--- src/rtl/cmp_result_filter.sv ---
// Hysteresis filter for the ADC comparison bit: samples on each cs_n rise,
// produces a debounced alarm, a one-cycle rise pulse and a saturating trip count.
module cmp_result_filter #(
  parameter int unsigned CONFIRM_COUNT = 3,
  parameter int unsigned RELEASE_COUNT = 3
) (
  input  logic       clk,
  input  logic       rst_n,
  input  logic       cs_n_i,
  input  logic       comparison_result_i,
  input  logic       clear_count_i,
  output logic       alarm_o,
  output logic       alarm_edge_o,
  output logic [3:0] trip_count_o
);

  typedef enum logic [1:0] {
    CLEAR    = 2'd0,
    PEND_SET = 2'd1,
    ALARM    = 2'd2,
    PEND_CLR = 2'd3
  } state_e;

  localparam logic [3:0] CONFIRM_L = 4'(CONFIRM_COUNT);
  localparam logic [3:0] RELEASE_L = 4'(RELEASE_COUNT);

  state_e     state_q, state_d;
  logic [3:0] run_q, run_d;
  logic [3:0] trip_q, trip_d;
  logic       cs_q, rise_q, alarm_q, edge_q;
  logic       rise, fire, sample;
  logic [3:0] run_inc;

  assign rise    = cs_n_i & ~cs_q;
  assign sample  = comparison_result_i;
  assign run_inc = run_q + 4'd1;

  // The data bit is consumed only in the cycle after the cs_n rise was seen.
  always_comb begin
    state_d = state_q;
    run_d   = run_q;
    fire    = 1'b0;
    if (rise_q) begin
      case (state_q)
        CLEAR: begin
          if (sample) begin
            if (CONFIRM_L == 4'd1) begin
              state_d = ALARM;
              run_d   = 4'd0;
              fire    = 1'b1;
            end else begin
              state_d = PEND_SET;
              run_d   = 4'd1;
            end
          end
        end
        PEND_SET: begin
          if (sample) begin
            if (run_inc == CONFIRM_L) begin
              state_d = ALARM;
              run_d   = 4'd0;
              fire    = 1'b1;
            end else begin
              run_d = run_inc;
            end
          end else begin
            state_d = CLEAR;
            run_d   = 4'd0;
          end
        end
        ALARM: begin
          if (!sample) begin
            if (RELEASE_L == 4'd1) begin
              state_d = CLEAR;
              run_d   = 4'd0;
            end else begin
              state_d = PEND_CLR;
              run_d   = 4'd1;
            end
          end
        end
        PEND_CLR: begin
          if (!sample) begin
            if (run_inc == RELEASE_L) begin
              state_d = CLEAR;
              run_d   = 4'd0;
            end else begin
              run_d = run_inc;
            end
          end else begin
            state_d = ALARM;
            run_d   = 4'd0;
          end
        end
        default: begin
          state_d = CLEAR;
          run_d   = 4'd0;
        end
      endcase
    end
  end

  // A clear coinciding with a new trip leaves the count at 1 so that trip is kept.
  always_comb begin
    trip_d = trip_q;
    if (clear_count_i) begin
      trip_d = fire ? 4'd1 : 4'd0;
    end else if (fire && (trip_q != 4'hF)) begin
      trip_d = trip_q + 4'd1;
    end
  end

  always_ff @(posedge clk or negedge rst_n) begin
    if (!rst_n) begin
      cs_q    <= 1'b1;
      rise_q  <= 1'b0;
      state_q <= CLEAR;
      run_q   <= 4'd0;
      alarm_q <= 1'b0;
      edge_q  <= 1'b0;
      trip_q  <= 4'd0;
    end else begin
      cs_q    <= cs_n_i;
      rise_q  <= rise;
      state_q <= state_d;
      run_q   <= run_d;
      alarm_q <= (state_d == ALARM) || (state_d == PEND_CLR);
      edge_q  <= fire;
      trip_q  <= trip_d;
    end
  end

  assign alarm_o      = alarm_q;
  assign alarm_edge_o = edge_q;
  assign trip_count_o = trip_q;

endmodule

--- config.mk ---
export PLATFORM = sky130hd
export DESIGN_NAME = cmp_result_filter
export DESIGN_NICKNAME = d
export VERILOG_FILES = /design/src/rtl/cmp_result_filter.sv
export SDC_FILE = /design/constraint.sdc
export NUM_CORES = 1
export LEC_CHECK = 0
export BUFFER_PORTS_ARGS = -buffer_cell sky130_fd_sc_hd__clkbuf_2
export CAP_MARGIN = 20
export CORE_MARGIN = 2
export CORE_UTILIZATION = 40
export CTS_CLUSTER_SIZE = 14
export DETAILED_ROUTE_END_ITERATION = 6
export PLACE_DENSITY = 0.68
export SYNTH_ARGS = -nofsm -noshare
export SYNTH_HDL_FRONTEND = slang
export SYNTH_SLANG_ARGS = --single-unit
--- constraint.sdc ---
create_clock -name clk -period 5.7 [get_ports clk]
set_input_delay 1.14 -clock clk [delete_from_list [all_inputs] [get_ports clk]]
set_output_delay 1.14 -clock clk [all_outputs]
set_load 0.1 [all_outputs]
Word-level counts from Yosys, hierarchy flattened
Index checks and enable logic that the tools add are counted.

word-level totals
  bits in registers = 14
  bits in latches = 0
  memory bits (writable) = 0
  ROM bits = 0
  logic and storage cells = 46
  memories kept = 0

cells by class
  add/sub/neg operators = 2
  multipliers = 0
  divide/modulo/power cells = 0
  $lt $le $gt $ge = 0
  equality and inequality tests = 9
  shift operators = 0
  multiplexer cells = 21
  bitwise operators = 2
  reduce and logical (&&, ||, !) cells = 5

operators with widths
  cell                   count
  $mux W4                7
  $pmux W4 S4            1
  $mux W2                7
  $add A4 B1 Y4 const B  2
  $eq A2 B2 Y1 const B   4
  $pmux W2 S4            1
  $mux W1                5
  $eq A4 B2 Y1 const B   1
  $ne A2 B2 Y1 const B   2
  $ne A4 B4 Y1 const B   1
  $reduce_and A3 Y1      1
  $eq A2 B1 Y1 const B   1
  $logic_not A2 Y1       1
  $reduce_bool A2 Y1     1
  $and A1 B1 Y1          1
  $logic_and A1 B1 Y1    1
  $logic_or A1 B1 Y1     1
  $not A1 Y1             1

Logic depth before layout (Yosys ltp)
Gate-level depths: netlist of run 1.

  word-level depth = 9
  gate-level depth with buffers = 6
  gate-level depth less buffers = 6

Worst setup path after synthesis of run 1
Ideal clock, no wire load.

  path kind = reg-to-reg
  start point = reg trip_q[0] (netlist: trip_count_o[0])
  end point = reg trip_q[3] (netlist: trip_count_o[3])
  setup time = 0.077 ns
  arrival = 2.346 ns
  setup slack = 3.277 ns
  cell stages (with the launch flop) = 6
  buffers on the path = 0
  clock period less this slack = 2.423 ns
  cell sequence = dfrtp_1 ha_1 and3_1 or4b_4 or4_1 a21oi_1

between the ends
  longest elaborated chain between the ends = 3
  elaborated cells between the ends (all ways) = 6
  classes of those cells = add/sub: 1; eq/ne: 1; mux: 2; reduce/logical: 2

RTL lines
  what                                                   line      source
  start, declared                                        29        logic [3:0] trip_q, trip_d;
  start signal, assigned                                 129       trip_q <= trip_d;
  $add A4 B1 Y4 / $ne A4 B4 Y1 (equally long branches)   109, 108
  $mux W4 / $logic_and A1 B1 Y1 (equally long branches)  108       end else if (fire && (trip_q != 4'hF)) begin
  $mux W4 / $reduce_bool A2 Y1 (equally long branches)   -

Parallel ways exist; a longest one is shown, timed or not. The select of a mux whose other input is x is not followed.
A chain may end at the register's enable or synchronous reset.

Worst setup path after layout of run 1
  start point = reg trip_q[3] (netlist: trip_count_o[3])
  end point = out trip_count_o[3]

RTL lines
  what           line  source
  end, declared  14    output logic [3:0] trip_count_o

No word-level cell between the ends.

==> results.py, run 1 <==
metrics = {
    "grt": {
        "grt_start_max_net_pins": 15,
        "use_met2": 0.195,
        "grtUsageTotal": 0.126,
        "use_met1": 0.169,
        "antenna_found_initial": 0,
        "met3_usage": 0.0346,
        "grt_pass1_vias": 473,
        "grt.busiest_layer": "met2",
        "grt.overflow.total": 0,
        "grt_pass1_wl_mm": 1.93,
    },
    "setup_path": {
        "startpoint": "trip_count_o[3]",
        "end_kind": "primary output",
        "path_cells": "clkbuf_2",
        "r2r-start": "run_q[0]",
        "critPathMaxFanout": 5,
        "arrival_ns": 1.17,
        "max_stage_delay_ns": 0.48,
        "crit_buf_inv": 1,
        "crit_slowest_cell": "clkbuf_2",
        "crit_path_start_kind": "flip-flop",
        "worstPathRequired_ns": 4.56,
        "worstSetupPathType": "reg -> out",
        "cp_top_family": "buffers and inverters",
    },
    "clock_network": {
        "cts_tree": "built",
        "cts_sinks": 14,
        "cts.path.max_buffers": 2,
        "cts_buffers": 3,
        "clock_latency_ns": 0.28,
        "cts_root_buffer": "clkbuf_4",
        "cts_resized": 0,
        "ctsHoldBuffers": 0,
        "clk_pin_slew_worst_paths_ns": 0.08,
        "htree_num_levels": 1,
        "post-cts-setup-buffers": 0,
    },
    "die": {
        "rows": 15,
        "die_h_um": 46.8,
        "design.core.area_sq_um": 1730,
        "start_util": 0.424,
        "fp.dieW_um": 46.8,
        "ioPinCount": 11,
        "dieArea_sq_um": 2190,
    },
    "synthesis": {
        "synth-edff-count": 0,
        "yosysMostFrequentCell": "dfrtp_1",
        "synthCells": 70,
        "syn_nets": 78,
        "ys.flop_type": "dfrtp_1",
        "seq_area_frac_synth": 0.480,
        "async_flop_share": 1.00,
        "synthTopCellsByArea": "dfrtp_1 (44%), ha_1 (5.1%), dfstp_2 (3.6%)",
        "yosys.area.top_type_share": 0.444,
        "yosys.cell_types.count": 30,
        "syn_area_per_cell_sq_um": 10.5,
        "yosys.area.top_type": "dfrtp_1",
        "synth_warnings": 0,
        "ys_ff_latch": 14,
        "ys_top_cells_by_count": "dfrtp_1 (13), nand2_1 (7), inv_1 (5), nor2_1 (4), o21ai_0 (4)",
        "mappedNetlistArea_sq_um": 732,
    },
    "sta": {
        "rsz0062_at_grt": "false",
        "slew_headroom": 0.639,
        "finalMaxSlewViolations": 0,
        "hold_viol_final": 0,
        "fin_ws_ns": 3.39,
        "tns_ns": 0,
        "fmax_mhz": 433,
        "setup_viol": 0,
        "period_needed_ns": 2.31,
        "fin_skew_ns": 0.00480,
        "period_share": 0.405,
        "hold_slack_ns": 0.495,
        "worstMarginPinSlew_ns": 0.544,
    },
    "placed_design": {
        "gp_congestion": 0.818,
        "dp_hpwl_um": 943,
        "numPortBuffers": 10,
        "place_area_sq_um": 813,
        "place_ws_ns": 3.29,
    },
    "drt": {
        "first_pass_iters": 4,
        "drtAntennaViolNets": 0,
        "num_vias": 565,
        "viasPerCell": 5.18,
        "drc": 0,
        "wire_per_inst_um": 10.9,
        "drt-initial-drc-count": 5,
        "wirelength_mm": 1.19,
    },
    "layout": {
        "drive_gt1_frac": 0.226,
        "area_delta_synth_final_pct": 14.7,
        "fin_area_sq_um": 840,
        "diodes": 0,
        "final_nets": 93,
    },
    "power_and_ir_drop": {
        "power.density_nw_per_um2": 389,
        "p_int_uw": 192,
        "comb_power_share": 0.351,
        "p_seq_frac": 0.472,
        "p_leak_uw": 0.000364,
        "clkPwrFrac": 0.178,
        "irDropWorstVdd_mv": 0.215,
        "p_sw_uw": 135,
        "swShare": 0.413,
    },
    "job": {
        "maxCapViolCount": 0,
    },
    "min_path": {
        "hp-start": "cs_q",
        "worstHoldPathType": "reg -> reg",
    },
    "run_status": {
        "status": "finished, final reports clean",
    },
}
[power by group through the flow]
stage	Combinational (uW)	Clock, uW	Sequential [uW]
floorplan	70.1	0	174
global placement	113	0	154
detailed placement	116	0	156
CTS	116	59.5	154
global route	129	63.5	158
finish	115	58.0	154
[kinds of logic after synthesis]
kind of cell	share of synthesized area
and+or+nand+nor	0.193
AOI/OAI and AO/OA	0.168
DFF	0.480
buffers and inverters	0.0256
muxes	0.0581
adders and majority gates	0.0513
xor gates and xnor gates	0.0239
[area by class of cell]
class / instances / area, sq um
Inverter: 5 / 18.8
Multi-Input combinational cell: 51 / 362
Timing Repair Buffer: 10 / 50.0
Clock buffer: 4 / 26.3
Sequential cell: 14 / 352
Fill cell: 191 / 887
Tap cell: 25 / 31.3
[path summary, 6_finish.rpt]
| kind | end | slack (ns) | cells past startpoint |
|---|---|---|---|
| min in group asynchronous | trip_count_o[1] | 0.75 | 1 |
| max reg2reg | state_q[1] | 3.65 | 5 |
| max | trip_count_o[3] | 3.39 | 1 |
| min reg2reg | rise_q | 0.50 | 1 |
| min | rise_q | 0.50 | 1 |
| max in group asynchronous | cs_q | 4.65 | 1 |
[routing by layer]
metal | up-vias | wire length, um
li1 | 285 | -
met4 | 0 | 16
met2 | 6 | 560
met3 | 2 | 25
met1 | 272 | 584
met5 | - | 0
[cells in the final DEF (no fill, tap or decap), types with 2 or more instances in the layout]
master    instances
dfrtp_1          13
clkbuf_2         10
nand2_1           7
inv_1             5
nor2_1            4
o21ai_0           4
nor3_1            3
a21oi_1           3
ha_1              3
clkbuf_4          3
nand3b_1          2
mux2_2            2
nor2b_1           2
a311oi_1          2
nand3_1           2
mux2i_1           2
[per-stage QoR]
| stage | power (uW) | instances | utilization |
|---|---|---|---|
| floorplan | 244 | 70 | - |
| global placement | 268 | 105 | 0.471 |
| detailed placement | 272 | 105 | 0.471 |
| CTS | 329 | 109 | 0.486 |
| global route | 350 | 109 | 0.486 |
| finish | 327 | 109 | 0.486 |
[sequential cells by signal, summed over array words and instances, names as in the netlist]
register,flops
rise_q,1
alarm_o,1
alarm_edge_o,1
state_q,2
trip_count_o,4
cs_q,1
run_q,4
No activity file was read; power rests on OpenSTA's default activity.
==> run 2, diff against run 1 <==
Clock period 5.7 ns to 2.16 ns, I/O delays scaled along.
==> run 2 against run 1 <==
- flip-flop and latch count unchanged
- die area did not move
- clock power rose to 3.2 times the previous value
- cell area is 3.0% higher
- critical endpoint is now trip_count_o[3]
==> results.py, run 2 (same netlist as run 1, synthesis figures left out) <==
metrics = {
    "clock_network": {
        "htree_num_levels": 1,
        "clk_pin_slew_worst_paths_ns": 0.09,
        "clock_latency_ns": 0.28,
        "cts_buffers": 3,
        "post-cts-setup-buffers": 0,
        "cts_root_buffer": "clkbuf_4",
        "cts_resized": 0,
        "cts.path.max_buffers": 2,
        "cts_sinks": 14,
        "ctsHoldBuffers": 0,
        "cts_tree": "built",
    },
    "power_and_ir_drop": {
        "p_leak_uw": 0.000369,
        "power.total_uw": 896,
        "power.density_nw_per_um2": 1040,
        "irDropWorstVdd_mv": 0.744,
    },
    "die": {
        "start_util": 0.424,
        "die_h_um": 46.8,
        "design.core.area_sq_um": 1730,
        "fp.dieW_um": 46.8,
        "dieArea_sq_um": 2190,
        "rows": 15,
        "ioPinCount": 11,
    },
    "setup_path": {
        "timing.rr.end": "trip_count_o[3]",
        "critPathMaxFanout": 5,
        "worstPathRequired_ns": 2.37,
        "crit_end": "trip_count_o[3]",
        "arrival_ns": 2.27,
        "crit_path_start_kind": "flip-flop",
        "regToRegSetupSlack_ns": 0.1,
        "r2r-start": "trip_count_o[0]",
        "startpoint": "trip_count_o[0]",
        "reg2reg_depth": 5,
        "end_kind": "flip-flop",
        "worstSetupPathType": "reg -> reg",
    },
    "sta": {
        "rsz0062_at_grt": "false",
        "period_needed_ns": 2.06,
        "tns_ns": 0,
        "slew_headroom": 0.639,
        "setup_viol": 0,
        "fmax_mhz": 484,
        "finalMaxSlewViolations": 0,
        "period_share": 0.956,
        "hold_viol_final": 0,
        "worstMarginPinSlew_ns": 0.544,
        "fin_skew_ns": 0.00672,
    },
    "placed_design": {
        "place_inst": 106,
        "numPortBuffers": 10,
        "gp_congestion": 0.777,
        "dp_hpwl_um": 991,
    },
    "layout": {
        "instances_no_fill": 110,
        "final_cell_mix": "clkbuf_2 (10), dfrtp_1 (9), nand2_1 (7)",
        "drive_gt1_frac": 0.294,
        "mostFrequentLayoutCell": "clkbuf_2",
        "final_nets": 94,
        "area_delta_synth_final_pct": 18.1,
        "diodes": 0,
    },
    "drt": {
        "viasPerCell": 5.04,
        "first_pass_iters": 4,
        "drc": 0,
        "wirelength_mm": 1.30,
        "wire_per_inst_um": 11.8,
        "drtAntennaViolNets": 0,
        "num_vias": 554,
        "drt-initial-drc-count": 9,
    },
    "grt": {
        "grt_pass1_wl_mm": 2.28,
        "grt.overflow.total": 0,
        "grt_pass1_vias": 532,
        "antenna_found_initial": 0,
        "grtUsageTotal": 0.150,
        "grt_start_max_net_pins": 15,
    },
    "min_path": {
        "worstHoldPathType": "in -> async",
    },
    "job": {
        "maxCapViolCount": 0,
    },
    "run_status": {
        "status": "finished, final reports clean",
    },
}
## run 2: cell count changes in the layout (fill, tap and decap cells not counted), sizes merged
cell / delta
buf: +1
## run 2: how the worst min path moves through the flow
stage | start | slack [ns] | cells after the start | to
after CTS | rst_n | 0.04 | 1 | alarm_edge_o
final | rst_n | 0.04 | 1 | alarm_edge_o
after global routing | rst_n | 0.06 | 1 | alarm_edge_o
after detailed placement | rst_n | 0.36 | 1 | alarm_edge_o
after floorplan | rst_n | 0.14 | 0 | alarm_edge_o
after global placement | rst_n | 0.35 | 1 | alarm_edge_o
## run 2: metal layers
layer | global-route usage | part of all wire | up-vias | wire length (um)
li1 | - | - | 291 | -
met1 | 0.205 | 0.51 | 258 | 661
met2 | 0.219 | 0.46 | 3 | 603
met3 | 0.0346 | 0.018 | 2 | 24
met4 | 0.0833 | 0.010 | 0 | 13
met5 | 0 | 0 | - | 0
## run 2: report_power, final
| part | switching (uW) | total (uW) | internal, uW |
|---|---|---|---|
| Clock | 85.3 | 188 | 102 |
| Combinational | 190 | 302 | 112 |
| Sequential | 83.0 | 406 | 323 |
| Total | 358 | 896 | 538 |
## run 2: area by class of cell
cell class	count	area, sq um
inverter	5	18.8
tap	25	31.3
timing repair buffer	11	57.6
clock buffer	4	36.3
multi-input combinational	51	362
sequential	14	359
fill	168	862
## run 2: through the flow
stage / utilization / hold slack [ns] / setup WS, ns / instance area (sq um)
3_5_place_dp: 0.480 / 0.357 / 0.115 / 828
5_1_grt: 0.501 / 0.0616 / 0.0319 / 865
3_3_place_gp: 0.480 / 0.350 / 0.179 / 828
4_1_cts: 0.501 / 0.0422 / 0.0967 / 865
6_report: 0.501 / 0.0399 / 0.0954 / 865
2_1_floorplan: - / 0.136 / 0.00335 / 739
## run 2: worst max-delay path, stage by stage (launching register included)
cell	delay (ns)
dfrtp_4	0.50
ha_1	0.24
and3_1	0.17
or4b_4	0.52
or4_1	0.41
a21oi_1	0.16
